`src/rtl/lvds_host_ctrl.sv`:
```
// lvds_host_ctrl
//   Host-side command sequencer for lvds_host. Local commands are queued in a
//   4-entry FIFO, formatted into a 40-bit frame with a single-cycle wvalid
//   strobe, and after a fixed response delay the returned rdata is captured
//   and offered on a valid/ready response port. One transaction in flight.
//
// Ports
//   c            clock (same as lvds_host.c)
//   r            synchronous active-low reset
//   cmd_valid    command offered
//   cmd_ready    FIFO can accept (not full and not in reset)
//   cmd_write    1 = write, 0 = read
//   cmd_addr     register address, bit 7 reserved (dropped from the frame)
//   cmd_wdata    write data, ignored for reads
//   resp_valid   response available
//   resp_ready   response consumed
//   resp_write   write flag of the command this response belongs to
//   resp_rdata   rdata captured at the end of the response wait
//   wvalid       single-cycle frame strobe to lvds_host
//   wdata        frame {write, addr[6:0], data}, meaningful only with wvalid
//   rdata        readback word from lvds_host (unqualified)
//   busy         transaction active or commands queued
module lvds_host_ctrl #(
    parameter int RESP_WAIT = 300
) (
    input  logic        c,
    input  logic        r,
    input  logic        cmd_valid,
    output logic        cmd_ready,
    input  logic        cmd_write,
    input  logic [7:0]  cmd_addr,
    input  logic [31:0] cmd_wdata,
    output logic        resp_valid,
    input  logic        resp_ready,
    output logic        resp_write,
    output logic [31:0] resp_rdata,
    output logic        wvalid,
    output logic [39:0] wdata,
    input  logic [31:0] rdata,
    output logic        busy
);

    // wvalid is registered out of SEND, so counting down from RESP_WAIT-1
    // places the capture edge exactly RESP_WAIT edges after wvalid rises.
    localparam logic [15:0] CNT_LOAD = 16'(RESP_WAIT - 1);

    typedef enum logic [1:0] {
        ST_IDLE,
        ST_SEND,
        ST_WAIT,
        ST_RESP
    } state_t;

    state_t      r_state;
    state_t      w_state_nxt;

    logic [40:0] r_fifo [4];
    logic [1:0]  r_wptr;
    logic [1:0]  r_rptr;
    logic [2:0]  r_count;
    logic [40:0] r_cmd;
    logic [15:0] r_cnt;
    logic        r_wvalid;
    logic [39:0] r_wdata;
    logic        r_resp_valid;
    logic        r_resp_write;
    logic [31:0] r_resp_rdata;

    logic        w_full;
    logic        w_push;
    logic        w_pop;
    logic        w_send;
    logic        w_capture;
    logic        w_done;
    logic        w_unused_addr7;

    assign w_full         = (r_count == 3'd4);
    assign cmd_ready      = !w_full && r;
    assign w_push         = cmd_valid && cmd_ready;
    // Reserved address bit travels through the FIFO but never reaches the frame.
    assign w_unused_addr7 = r_cmd[39];

    // State register
    always_ff @(posedge c) begin
        if (!r) begin
            r_state <= ST_IDLE;
        end else begin
            r_state <= w_state_nxt;
        end
    end

    // Next-state logic
    always_comb begin
        w_state_nxt = r_state;
        case (r_state)
            ST_IDLE: if (r_count != 3'd0) w_state_nxt = ST_SEND;
            ST_SEND: w_state_nxt = ST_WAIT;
            ST_WAIT: if (r_cnt == 16'd0) w_state_nxt = ST_RESP;
            ST_RESP: if (r_resp_valid && resp_ready) w_state_nxt = ST_IDLE;
            default: w_state_nxt = ST_IDLE;
        endcase
    end

    // Output / control decode
    always_comb begin
        w_pop     = 1'b0;
        w_send    = 1'b0;
        w_capture = 1'b0;
        w_done    = 1'b0;
        case (r_state)
            ST_IDLE: w_pop     = (r_count != 3'd0);
            ST_SEND: w_send    = 1'b1;
            ST_WAIT: w_capture = (r_cnt == 16'd0);
            ST_RESP: w_done    = r_resp_valid && resp_ready;
            default: ;
        endcase
    end

    // FIFO storage; entries are only meaningful while counted, so no reset
    always_ff @(posedge c) begin
        if (w_push) begin
            r_fifo[r_wptr] <= {cmd_write, cmd_addr, cmd_wdata};
        end
    end

    always_ff @(posedge c) begin
        if (!r) begin
            r_wptr  <= 2'd0;
            r_rptr  <= 2'd0;
            r_count <= 3'd0;
        end else begin
            if (w_push) r_wptr <= r_wptr + 2'd1;
            if (w_pop)  r_rptr <= r_rptr + 2'd1;
            case ({w_push, w_pop})
                2'b10:   r_count <= r_count + 3'd1;
                2'b01:   r_count <= r_count - 3'd1;
                default: ;
            endcase
        end
    end

    // Command held for the whole transaction
    always_ff @(posedge c) begin
        if (!r) begin
            r_cmd <= '0;
        end else if (w_pop) begin
            r_cmd <= r_fifo[r_rptr];
        end
    end

    // Frame strobe and response-wait counter
    always_ff @(posedge c) begin
        if (!r) begin
            r_wvalid <= 1'b0;
            r_wdata  <= '0;
            r_cnt    <= '0;
        end else begin
            r_wvalid <= w_send;
            if (w_send) begin
                // Reads carry a zero payload.
                r_wdata <= {r_cmd[40], r_cmd[38:32], r_cmd[40] ? r_cmd[31:0] : 32'd0};
                r_cnt   <= CNT_LOAD;
            end else if (r_state == ST_WAIT && r_cnt != 16'd0) begin
                r_cnt <= r_cnt - 16'd1;
            end
        end
    end

    // Response capture and handshake
    always_ff @(posedge c) begin
        if (!r) begin
            r_resp_valid <= 1'b0;
            r_resp_write <= 1'b0;
            r_resp_rdata <= '0;
        end else if (w_capture) begin
            r_resp_valid <= 1'b1;
            r_resp_write <= r_cmd[40];
            r_resp_rdata <= rdata;
        end else if (w_done) begin
            r_resp_valid <= 1'b0;
        end
    end

    assign wvalid     = r_wvalid;
    assign wdata      = r_wdata;
    assign resp_valid = r_resp_valid;
    assign resp_write = r_resp_write;
    assign resp_rdata = r_resp_rdata;
    assign busy       = (r_state != ST_IDLE) || (r_count != 3'd0);

endmodule

```
`config.mk`:
```
export PLATFORM = sky130hd
export DESIGN_NAME = lvds_host_ctrl
export DESIGN_NICKNAME = d
export VERILOG_FILES = /design/src/rtl/lvds_host_ctrl.sv
export SDC_FILE = /design/constraint.sdc
export NUM_CORES = 1
export LEC_CHECK = 0
export ABC_AREA = 0
export BUFFER_PORTS_ARGS = -buffer_cell sky130_fd_sc_hd__buf_2
export CAP_MARGIN = 20
export CORE_MARGIN = 3
export CORE_UTILIZATION = 45
export CTS_CLUSTER_DIAMETER = 40
export CTS_CLUSTER_SIZE = 16
export DETAILED_ROUTE_END_ITERATION = 8
export GPL_ROUTABILITY_DRIVEN = 0
export GPL_TIMING_DRIVEN = 1
export PLACE_DENSITY = 0.61
export REMOVE_ABC_BUFFERS = 1
export SLEW_MARGIN = 0
export SYNTH_ARGS = -nofsm -noshare
export SYNTH_HDL_FRONTEND = slang
export SYNTH_SLANG_ARGS = --single-unit
```
`constraint.sdc`:
```
create_clock -name c -period 6.22 [get_ports c]
set_input_delay 0.311 -clock c [delete_from_list [all_inputs] [get_ports c]]
set_output_delay 0.311 -clock c [all_outputs]
set_load 0.02 [all_outputs]
```
==> flow_summary.toml <==
[outcome]
status = "completed"

[place]
hpwl_um = 13600
placedCellCount = 1237
port_buffers = 152

[layout]
insertedDiodeCount = 0
final_common_cell = "edfxtp_1"
layout_common_cells = "160 x edfxtp_1, 158 x nand2_1, 151 x buf_2"
fillers = 1968
syn_to_final_growth_pct = 25.3
nets = 1084
fin_cells = 1352
drive_gt1_share_pct = 28.5

[pwr]
pwr-share-comb_pct = 21.4
p_switching_w = 0.00184
ir_drop_uv = 267
pwr-share-clk_pct = 37.7
leakage_nw = 5.25
p_sw_share_pct = 29.7
intPower_w = 0.00436
p_seq_share_pct = 41.0
powerDensity_nw_per_um2 = 436

[timing]
fin_crit_sh_pct = 53.2
fin_worst_skew_ps = 16.9
hold_viol_final = 0
finalMaxSlewViolations = 0
worstMarginPinSlew_ps = 1000
fmax_mhz = 302
relSlewSlack_pct = 33.3
finalSetupViolations = 0
min_period_ps = 3310
setup_tns_ps = 0
grt_setup_unrepaired = "no"

[yosys]
syn_area_per_cell_um2 = 14.1
synth-edff-count = 160
synthSimpleGateAreaFrac_pct = 9.45
async_reset_ff_share_pct = 0
synth_ff_type = "edfxtp_1"
synth_cell_types = 59
netlist_area_um2 = 11400
syn_inst = 804
synth-seq-cells = 300
synth-warning-count = 0
synthMuxAreaShare_pct = 11.5
synth_compound_area_share_pct = 7.83
synth-xor-area-share_pct = 0.463
synth_fa_ha_area_share_pct = 1.39
ys_seq_area_share_pct = 67.0
synth_top_family_by_area = "multiplexers"

[detailed_routing]
drc = 0
avgViaCountPerCell = 5.11
vias = 6903
wl_per_cell_um = 17.4
dr.pass1.iters = 4
drt_iter0_markers = 358
ant_nets = 0
finalWirelength_um = 23500

[die]
fp.dieH_um = 165
core_region_area_um2 = 24500
dieWidth_um = 165
initial_utilization_pct = 46.3
top_level_ports = 154
rows = 57
die-area_um2 = 27200

[cts]
cts_hold_buf = 38
numCtsBuffers = 41
clock-root-buffer = "clkbuf_16"
cts.sinks = 300
htreeDepth = 2
cts_tree = "yes"
postCtsSetupBuffers = 0
clockBufferDepth = 3
clk_latency_ps = 530
cts.clk_slew.worst_paths_ps = 50
cts.repair.resized = 0

[grt]
grt_overflow = 0
grt_antenna_before_repair = 1
grt_pass1_vias = 6847
grt_usage_pct = 17.4
grt_pass1_wl_um = 36700
grt_max_degree = 77

[worst_setup_path]
worstSetupPathType = "reg2reg"
r2r_end = "r_count[2]"
crit_start = "r_state[0]"
end_kind = "flip-flop"
reg2regPathDepth = 11
worstPathMaxFanout = 42
rr_startpoint = "r_state[0]"
crit_end = "r_count[2]"
crit_required_ps = 6660
worstPathArrival_ps = 3750
startpoint_type = "flip-flop"
r2r_slack_ps = 2910

[hold_path]
hold_class = "in2reg"
whs_path_depth = 1

[job]
max_cap_viol_count = 0
critical path: stages (launching register included):
cell and delay [ps]:
dfxtp_1 320, inv_1 100, ha_1 250, o31ai_4 90
buf_4 300, inv_2 780, ha_1 320, inv_1 60
fa_1 370, xor2_1 170, or3_1 300, a21boi_0 160
cell families (layout without fill, tap and decap cells):
family,count (synthesis),after routing
xor+xnor,6,6
mux,81,81
buf+inv,65,289
flops,300,300
compound gates,113,113
simple gates,227,227
fa+ha+maj,12,12
flip-flops by register name, summed over array words and instances, names as in the netlist:
| register | count |
|---|---|
| r_wptr | 2 |
| resp_valid | 1 |
| r_count | 3 |
| wdata | 40 |
| r_cmd | 40 |
| wvalid | 1 |
| resp_write | 1 |
| r_cnt | 16 |
| r_rptr | 2 |
| r_fifo | 160 |
| resp_rdata | 32 |
| r_state | 2 |
per-stage QoR:
step | worst slack, ps | power (W) | util (%) | hold WS (ps) | area, µm²
2_1_floorplan | 345 | 0.00346 | - | 410 | 11100
3_3_place_gp | 2930 | 0.00387 | 50.6 | 429 | 12400
3_5_place_dp | 2880 | 0.00390 | 50.6 | 440 | 12400
4_1_cts | 2860 | 0.00628 | 57.9 | 1.53 | 14200
5_1_grt | 2630 | 0.00654 | 58.0 | 14.4 | 14200
6_report | 2910 | 0.00620 | 58.0 | 22.4 | 14200
power by group through the flow:
stage                     Clock, W  Combinational (W)  Sequential, W
after floorplan                  0           0.000893        0.00257
after global placement           0            0.00129        0.00258
after detailed placement         0            0.00131        0.00259
after CTS                  0.00240            0.00133        0.00255
after global routing       0.00248            0.00147        0.00258
final                      0.00234            0.00132        0.00254
area by class of cell:
type	instances	area, µm²	area share (%)
well taps	324	405	2.85
multi-input cells	439	3520	24.7
clock inverters	29	315	2.21
repair buffers	199	1230	8.65
flip-flops and latches	300	7610	53.5
clock buffers	47	1100	7.73
inverters	14	52.6	0.369
synthesized netlist by cell type (2+ instances only):
master | number | area share, %
and2_1 | 10 | 0.55
o31ai_1 | 6 | 0.40
inv_1 | 13 | 0.43
a21boi_0 | 43 | 2.8
nor4_1 | 5 | 0.28
o31a_1 | 4 | 0.31
buf_2 | 4 | 0.18
o21ai_0 | 4 | 0.18
a22o_1 | 32 | 2.5
a21oi_1 | 10 | 0.44
o21a_1 | 2 | 0.13
o41ai_1 | 2 | 0.15
nor3_1 | 6 | 0.26
buf_1 | 5 | 0.17
or3_1 | 5 | 0.28
nor4b_1 | 2 | 0.15
dfxtp_1 | 140 | 25
nor2_1 | 5 | 0.17
edfxtp_1 | 160 | 42
nand4_1 | 5 | 0.28
or3_2 | 2 | 0.13
mux2i_1 | 41 | 3.6
buf_4 | 4 | 0.26
ha_1 | 11 | 1.2
nand2_1 | 158 | 5.2
or4_1 | 3 | 0.20
or2_2 | 3 | 0.17
xnor2_1 | 5 | 0.39
mux4_2 | 40 | 7.9
clkbuf_1 | 37 | 1.2
nor2b_1 | 9 | 0.50
worst min-delay path by stage:
stage / from / end / slack [ps]
after global placement: wdata[39] / wdata[39] / 430
final: cmd_wdata[13] / r_fifo[3][13] / 20
after CTS: cmd_wdata[13] / r_fifo[3][13] / 2
after floorplan: cmd_wdata[0] / r_fifo[0][0] / 410
after global routing: cmd_wdata[13] / r_fifo[2][13] / 10
after detailed placement: wdata[39] / wdata[39] / 440
per-layer routing:
layer | up-vias | wire length (µm) | GRT usage [%]
met2 | 181 | 11400 | 29.5
met5 | - | 13 | 0
met1 | 3319 | 10000 | 22.1
li1 | 3360 | - | -
met4 | 2 | 481 | 5.15
met3 | 41 | 1530 | 4.36
Power figures use the tool's default switching activity.
